--- src/rtl/gcd_stream.sv ---
// gcd_stream: streaming GCD engine with a valid/ready operand port and a
// valid/ready result port. One operand pair is in flight at a time; the
// algorithm (subtractive Euclid or binary Stein) is chosen by MODE.
//
// Handshake: a transfer happens on a rising edge where valid && ready are
// both high. The producer holds its payload stable while valid is high and
// ready is low; ready never depends combinationally on valid. in_ready is
// high only in IDLE, out_valid only in DONE, so a pair can never be accepted
// on the same edge a result is consumed.
module gcd_stream #(
  parameter int WIDTH = 36,
  parameter int MODE  = 0,
  parameter int CNTW  = 16
) (
  input  logic             clk,
  input  logic             reset,
  input  logic             in_valid,
  output logic             in_ready,
  input  logic [WIDTH-1:0] a,
  input  logic [WIDTH-1:0] b,
  output logic             out_valid,
  input  logic             out_ready,
  output logic [WIDTH-1:0] res,
  output logic             zero,
  output logic [CNTW-1:0]  iters
);

  localparam int KW = $clog2(WIDTH + 1);
  localparam logic [CNTW-1:0] ITERS_MAX = '1;

  typedef enum logic [1:0] {
    IDLE = 2'd0,
    CALC = 2'd1,
    DONE = 2'd2
  } state_t;

  // state_q is the FSM state checkers bind to
  state_t           state_q, state_d;
  logic [WIDTH-1:0] x_q, x_d;
  logic [WIDTH-1:0] y_q, y_d;
  logic [KW-1:0]    k_q, k_d;
  logic [WIDTH-1:0] res_q, res_d;
  logic             zero_q, zero_d;
  logic [CNTW-1:0]  iters_q, iters_d;

  // State and datapath registers, cleared asynchronously
  always_ff @(posedge clk or posedge reset) begin
    if (reset) begin
      state_q <= IDLE;
      x_q     <= '0;
      y_q     <= '0;
      k_q     <= '0;
      res_q   <= '0;
      zero_q  <= 1'b0;
      iters_q <= '0;
    end else begin
      state_q <= state_d;
      x_q     <= x_d;
      y_q     <= y_d;
      k_q     <= k_d;
      res_q   <= res_d;
      zero_q  <= zero_d;
      iters_q <= iters_d;
    end
  end

  // Next-state and datapath: one reduction step per CALC cycle
  always_comb begin
    state_d = state_q;
    x_d     = x_q;
    y_d     = y_q;
    k_d     = k_q;
    res_d   = res_q;
    zero_d  = zero_q;
    iters_d = iters_q;
    case (state_q)
      IDLE: begin
        if (in_valid) begin
          iters_d = '0;
          if ((a == '0) || (b == '0)) begin
            // gcd(n, 0) = n, so the nonzero operand (or 0) is the answer
            res_d   = a | b;
            zero_d  = (a == '0) && (b == '0);
            state_d = DONE;
          end else begin
            x_d     = a;
            y_d     = b;
            k_d     = '0;
            state_d = CALC;
          end
        end
      end
      CALC: begin
        if (x_q == y_q) begin
          // Stein pulled common factors of two out into k; put them back
          res_d   = (MODE == 1) ? (x_q << k_q) : x_q;
          zero_d  = 1'b0;
          state_d = DONE;
        end else begin
          if (iters_q != ITERS_MAX) iters_d = iters_q + 1'b1;
          if (MODE == 1) begin
            if (!x_q[0] && !y_q[0]) begin
              x_d = x_q >> 1;
              y_d = y_q >> 1;
              k_d = k_q + 1'b1;
            end else if (!x_q[0]) begin
              x_d = x_q >> 1;
            end else if (!y_q[0]) begin
              y_d = y_q >> 1;
            end else if (x_q > y_q) begin
              x_d = x_q - y_q;
            end else begin
              y_d = y_q - x_q;
            end
          end else begin
            // always larger minus smaller, so no underflow
            if (x_q > y_q) x_d = x_q - y_q;
            else           y_d = y_q - x_q;
          end
        end
      end
      DONE: begin
        if (out_ready) state_d = IDLE;
      end
      default: state_d = IDLE;
    endcase
  end

  assign in_ready  = (state_q == IDLE);
  assign out_valid = (state_q == DONE);
  assign res       = res_q;
  assign zero      = zero_q;
  assign iters     = iters_q;

endmodule
--- config.mk ---
export PLATFORM = sky130hd
export DESIGN_NAME = gcd_stream
export DESIGN_NICKNAME = d
export VERILOG_FILES = /design/src/rtl/gcd_stream.sv
export SDC_FILE = /design/constraint.sdc
export NUM_CORES = 1
export LEC_CHECK = 0
export CORE_UTILIZATION = 51
export CTS_CLUSTER_DIAMETER = 80
export CTS_CLUSTER_SIZE = 30
export DETAILED_ROUTE_END_ITERATION = 7
export GPL_ROUTABILITY_DRIVEN = 1
export PLACE_DENSITY = 0.79
export SLEW_MARGIN = 15
export SYNTH_ARGS = -nofsm -noshare
export SYNTH_HDL_FRONTEND = slang
export SYNTH_SLANG_ARGS = --single-unit
--- constraint.sdc ---
create_clock -name clk -period 7.8 [get_ports clk]
set_input_delay 1.56 -clock clk [delete_from_list [all_inputs] [get_ports clk]]
set_output_delay 1.56 -clock clk [all_outputs]
set_load 0.005 [all_outputs]
# --- Yosys cells after proc, flatten, opt, wreduce, memory -nomap -nowiden ---
# Index checks and enable logic that the tools add are counted.
word_totals:
  word_cells: 62
  regBits: 127
  out_inout_bits: 55
  latch_bits: 0
  memories: 0
  mem_bits_rw: 0
  romBits: 0
op_classes:
  n_reduce_logical: 11
  addsub: 3
  bitwise: 1
  n_div: 0
  multipliers: 0
  n_eq_ne: 13
  magnitude_cmp: 1
  shifts: 0
  n_mux: 27
ops:
  columns: ["cell", "n"]
  rows:
  - ["$mux 36", 11]
  - ["$pmux 36 s2", 3]
  - ["$logic_not 36->1", 2]
  - ["$sub 36x36->36", 2]
  - ["$mux 16", 3]
  - ["$eq 36x36->1", 1]
  - ["$gt 36x36->1", 1]
  - ["$or 36x36->36", 1]
  - ["$pmux 16 s2", 1]
  - ["$add 16x1->16 const B", 1]
  - ["$ne 16x16->1 const B", 1]
  - ["$ne 2x2->1 const B", 7]
  - ["$reduce_and 5->1", 2]
  - ["$mux 2", 4]
  - ["$reduce_and 4->1", 2]
  - ["$pmux 2 s3", 1]
  - ["$ne 2x1->1 const B", 2]
  - ["$mux 1", 3]
  - ["$reduce_and 3->1", 1]
  - ["$eq 2x1->1 const B", 1]
  - ["$eq 2x2->1 const B", 1]
  - ["$logic_not 2->1", 1]
  - ["$pmux 1 s2", 1]
  - ["$reduce_bool 2->1", 1]
  - ["2 further kinds", 2]

# --- Depth between registers and ports, before layout ---
depth:
  word_depth: 5
  depth_mapped: 13
  mapped_depth_nobuf: 12

# --- Worst setup path before layout ---
# No wires, ideal clock.
synth_timing:
  path_kind: "in2reg"
  startpoint: "input a[5]"
  endpoint: "register x_q[11]"
  arrival_time_ns: 3.088
  slack_ns: 4.579
  setup_ns: 0.133
  path_buffers: 1
  path_stages: 10
  required_ns: 7.667
  path_cell_list: "nor4_1 -> nand4_1 -> nor3_1 -> or2_2 -> nor3b_1 -> o21bai_2 -> inv_2 -> o21ai_2 -> clkbuf_1 -> a21oi_1"
synth_between:
  elab_chain_cells: 4
synth_lines:
  columns: ["element", "line_no", "source"]
  rows:
  - ["start: declaration", "19", "input logic [WIDTH-1:0] a,"]
  - ["$logic_not 36->1", "80", "if ((a == '0) || (b == '0)) begin"]
  - ["$logic_or 1x1->1", "80", null]
  - ["$ne 2x2->1 (no line)", null, null]
  - ["$reduce_and 5->1 (no line)", null, null]
  - ["end signal: assignment", "50", "x_q <= '0;"]
  - ["end signal: assignment", "58", "x_q <= x_d;"]
  - ["end: declaration", "39", "logic [WIDTH-1:0] x_q, x_d;"]
# No other way between the ends.
# A chain may end at the register's enable or synchronous reset.

# --- Final worst setup path ---
layout_timing:
  startpoint: "input b[18]"
  endpoint: "register x_q[33]"
layout_between:
  elab_chain_cells: 4
layout_lines:
  columns: ["element", "line_no", "source"]
  rows:
  - ["start: declaration", "20", "input logic [WIDTH-1:0] b,"]
  - ["$logic_not 36->1", "80", null]
  - ["$logic_or 1x1->1", "80", null]
  - ["$ne 2x2->1 (no line)", null, null]
  - ["$reduce_and 5->1 (no line)", null, null]
# No other way between the ends.

==> results.json <==
{
  "nets": 1528,
  "skew_ps": 11.2,
  "period_share_pct": 62.5,
  "min_from": "res[13]$_DFFE_PP0P_",
  "dp_hpwl_mm": 22.5,
  "setup_viol": 0,
  "regToRegStartpoint": "x_q[19]$_DFFE_PP0P_",
  "cts_tree": "yes",
  "r2r_end": "x_q[33]$_DFFE_PP0P_",
  "dieArea_um2": 20600,
  "layout-drive-gt1-share_pct": 4.96,
  "fin_crit_ps": 4880,
  "dpl_cell_area_um2": 11600,
  "gp_congestion": 0.958,
  "via_per_inst": 6.07,
  "setup_tns_ps": 0,
  "grt_util_all_layers_pct": 30.5,
  "finalInstanceArea_um2": 12100,
  "synth_warnings": 0,
  "critPathKind": "input pin to flip-flop",
  "cp_top_family": "simple AND/OR/NAND/NOR gates",
  "drv_cap": 0,
  "postRouteAntennaNets": 0,
  "wl_mm": 30.5,
  "wl_met3_mm": 2.12,
  "tightest_slew_ps": 975,
  "io_buffers": 130,
  "synth_edf_count": 0,
  "final_common_cell": "nand2_1",
  "yosysSeqAreaShare_pct": 31.1,
  "grt_pass1_wl_mm": 49.1,
  "num-fill-cells": 1727,
  "dr_total_vias": 10061,
  "first_iter_violations": 934,
  "path_cells": "clkdlybuf4s50_1 -> nor4_1 -> nand3_1 -> nor3_1 -> or2_2 -> nor3b_1 -> o21bai_2 -> inv_2 -> o21ai_4 -> buf_4 -> mux2_2",
  "routed.top_layer": "met4",
  "status": "finished clean",
  "crit_buf_inv": 3,
  "r2r_slack_ps": 3720,
  "synth_area_um2": 10200,
  "crit_path_start_kind": "input pin",
  "firstDrtPassIters": 6,
  "cp_data_arrival_time_ps": 5190,
  "ys_ff_latch": 127,
  "clkTransAtPathRegs_ps": 60,
  "die_w_um": 144,
  "syn_area_per_cell_um2": 7.85,
  "yosysUniqueCellTypes": 77,
  "root_buffer": "clkbuf_16",
  "synthArstFlopShare_pct": 100,
  "whs_path_depth": 2,
  "route.detailed.drc": 0,
  "cp.required_ps": 8120,
  "core_um2": 19600,
  "crit_fanout": 39,
  "slew-limit-headroom_pct": 35.0,
  "wl_met2_mm": 13.9,
  "cpPeakStageDelay_ps": 660,
  "antenna_found_initial": 1,
  "start_util_pct": 52.2,
  "grt_overflow": 0,
  "die_h_um": 144,
  "cts_inserted_buffers": 17,
  "wl_met1_mm": 14.1,
  "yosys_most_used_dff": "dfrtp_1",
  "rsz0062_at_grt": "false",
  "num_rows": 51,
  "syn_inst": 1303,
  "min_to": "res[13]$_DFFE_PP0P_",
  "final_cell_mix": "nand2_1, o21ai_0, clkdlybuf4s50_1, dfrtp_1",
  "first_global_vias": 9228,
  "hold_path_class": "flip-flop to flip-flop",
  "cts-resized-gates": 0,
  "ctsLongestPathBuffers": 2,
  "drv_slew": 0,
  "postCtsSetupBuffers": 0,
  "hold_viol_final": 0,
  "wl_per_cell_um": 18.4,
  "num_io_pins": 131,
  "synth.net_count": 1453,
  "ctsHoldBuffers": 0,
  "clk-insertion-delay-late_ps": 440,
  "clock_sinks": 127,
  "max_freq_mhz": 205,
  "end_kind": "flip-flop",
  "syn2layout_area_growth_pct": 18.7,
  "r2r_cells": 11,
  "grt_start_max_net_pins": 95,
  "slowest_stage": "nor4_1",
  "cts_htree_levels": 4
}
## cell type report
class / count / area [um^2] / area share (%)
Antenna cell: 1 / 2.50 / 0.0206
Clock buffer: 22 / 484 / 3.99
Clock inverter: 10 / 86.3 / 0.711
Inverter: 90 / 340 / 2.80
Multi-Input combinational cell: 1006 / 6370 / 52.5
Sequential cell: 127 / 3180 / 26.2
Tap cell: 265 / 332 / 2.73
Timing Repair Buffer: 136 / 1350 / 11.1
## logic make-up after synthesis
family | share of synthesized area [%]
adders and majority gates | 9.20
buffers and inverters | 6.88
AOI/OAI and AO/OA | 25.9
muxes | 1.10
and+or+nand+nor | 20.3
xor gates and xnor gates | 5.48
DFF | 31.1
## per-layer routing
metal | up-vias | track usage, %
met5 | - | 0
met4 | 0 | 8.73
met3 | 41 | 5.93
met2 | 381 | 47.3
met1 | 4877 | 43.1
li1 | 4762 | -
## how the worst max path moves through the flow
stage | slack, ps | cells past startpoint | end | startpoint
global placement | 2710 | 11 | x_q[33]$_DFFE_PP0P_ | a[21]
CTS | 3060 | 11 | x_q[33]$_DFFE_PP0P_ | a[21]
global route | 2790 | 11 | x_q[33]$_DFFE_PP0P_ | a[21]
finish | 2920 | 11 | x_q[33]$_DFFE_PP0P_ | b[18]
detailed placement | 2640 | 11 | x_q[33]$_DFFE_PP0P_ | a[21]
floorplan | 2860 | 1 | iters[0]$_DFFE_PP0P_ | reset
## through the flow
step	setup WS, ps	utilization, %	cells	hold slack, ps
final	2920	62.0	1657	478
after global routing	2790	62.0	1657	503
after CTS	3060	62.0	1656	483
after detailed placement	2640	59.1	1624	471
after global placement	2710	59.1	1624	460
after floorplan	2860	-	1303	473
## Yosys cell counts (all sizes together) (6+ instances only)
cell | n | area share, %
o21ai | 156 | 7.8
nand2 | 154 | 5.7
dfrtp | 127 | 31
a21oi | 102 | 5.3
nor2 | 98 | 3.6
inv | 90 | 3.3
ha | 72 | 8.8
xnor2 | 42 | 3.6
buf | 41 | 2.1
or3 | 40 | 2.4
clkbuf | 39 | 1.4
a211oi | 29 | 2.1
a21o | 27 | 2.0
nand4 | 27 | 1.7
nor4 | 25 | 1.5
a31oi | 22 | 1.5
xor2 | 22 | 1.9
nor3 | 21 | 1.1
nand3 | 19 | 0.93
o21bai | 19 | 1.4
o21a | 14 | 1.0
and2 | 10 | 0.64
mux2i | 9 | 0.88
nand2b | 9 | 0.55
and3 | 7 | 0.43
and4 | 7 | 0.60
a221oi | 6 | 0.81
nor2b | 6 | 0.37
## tightest hold or removal path: stages, from the launching register on
cell and delay, ps:
dfrtp_1 340, nand2_1 40, o21ai_0 60
## sequential cells by signal, indices dropped and copies added, names as in the netlist
name     count
state_q      2
iters       16
zero         1
x_q         36
res         36
y_q         36
Power is left out: the tool's default activity adds up to more than one toggle a clock period on the data nets, which glitch-free logic cannot reach.
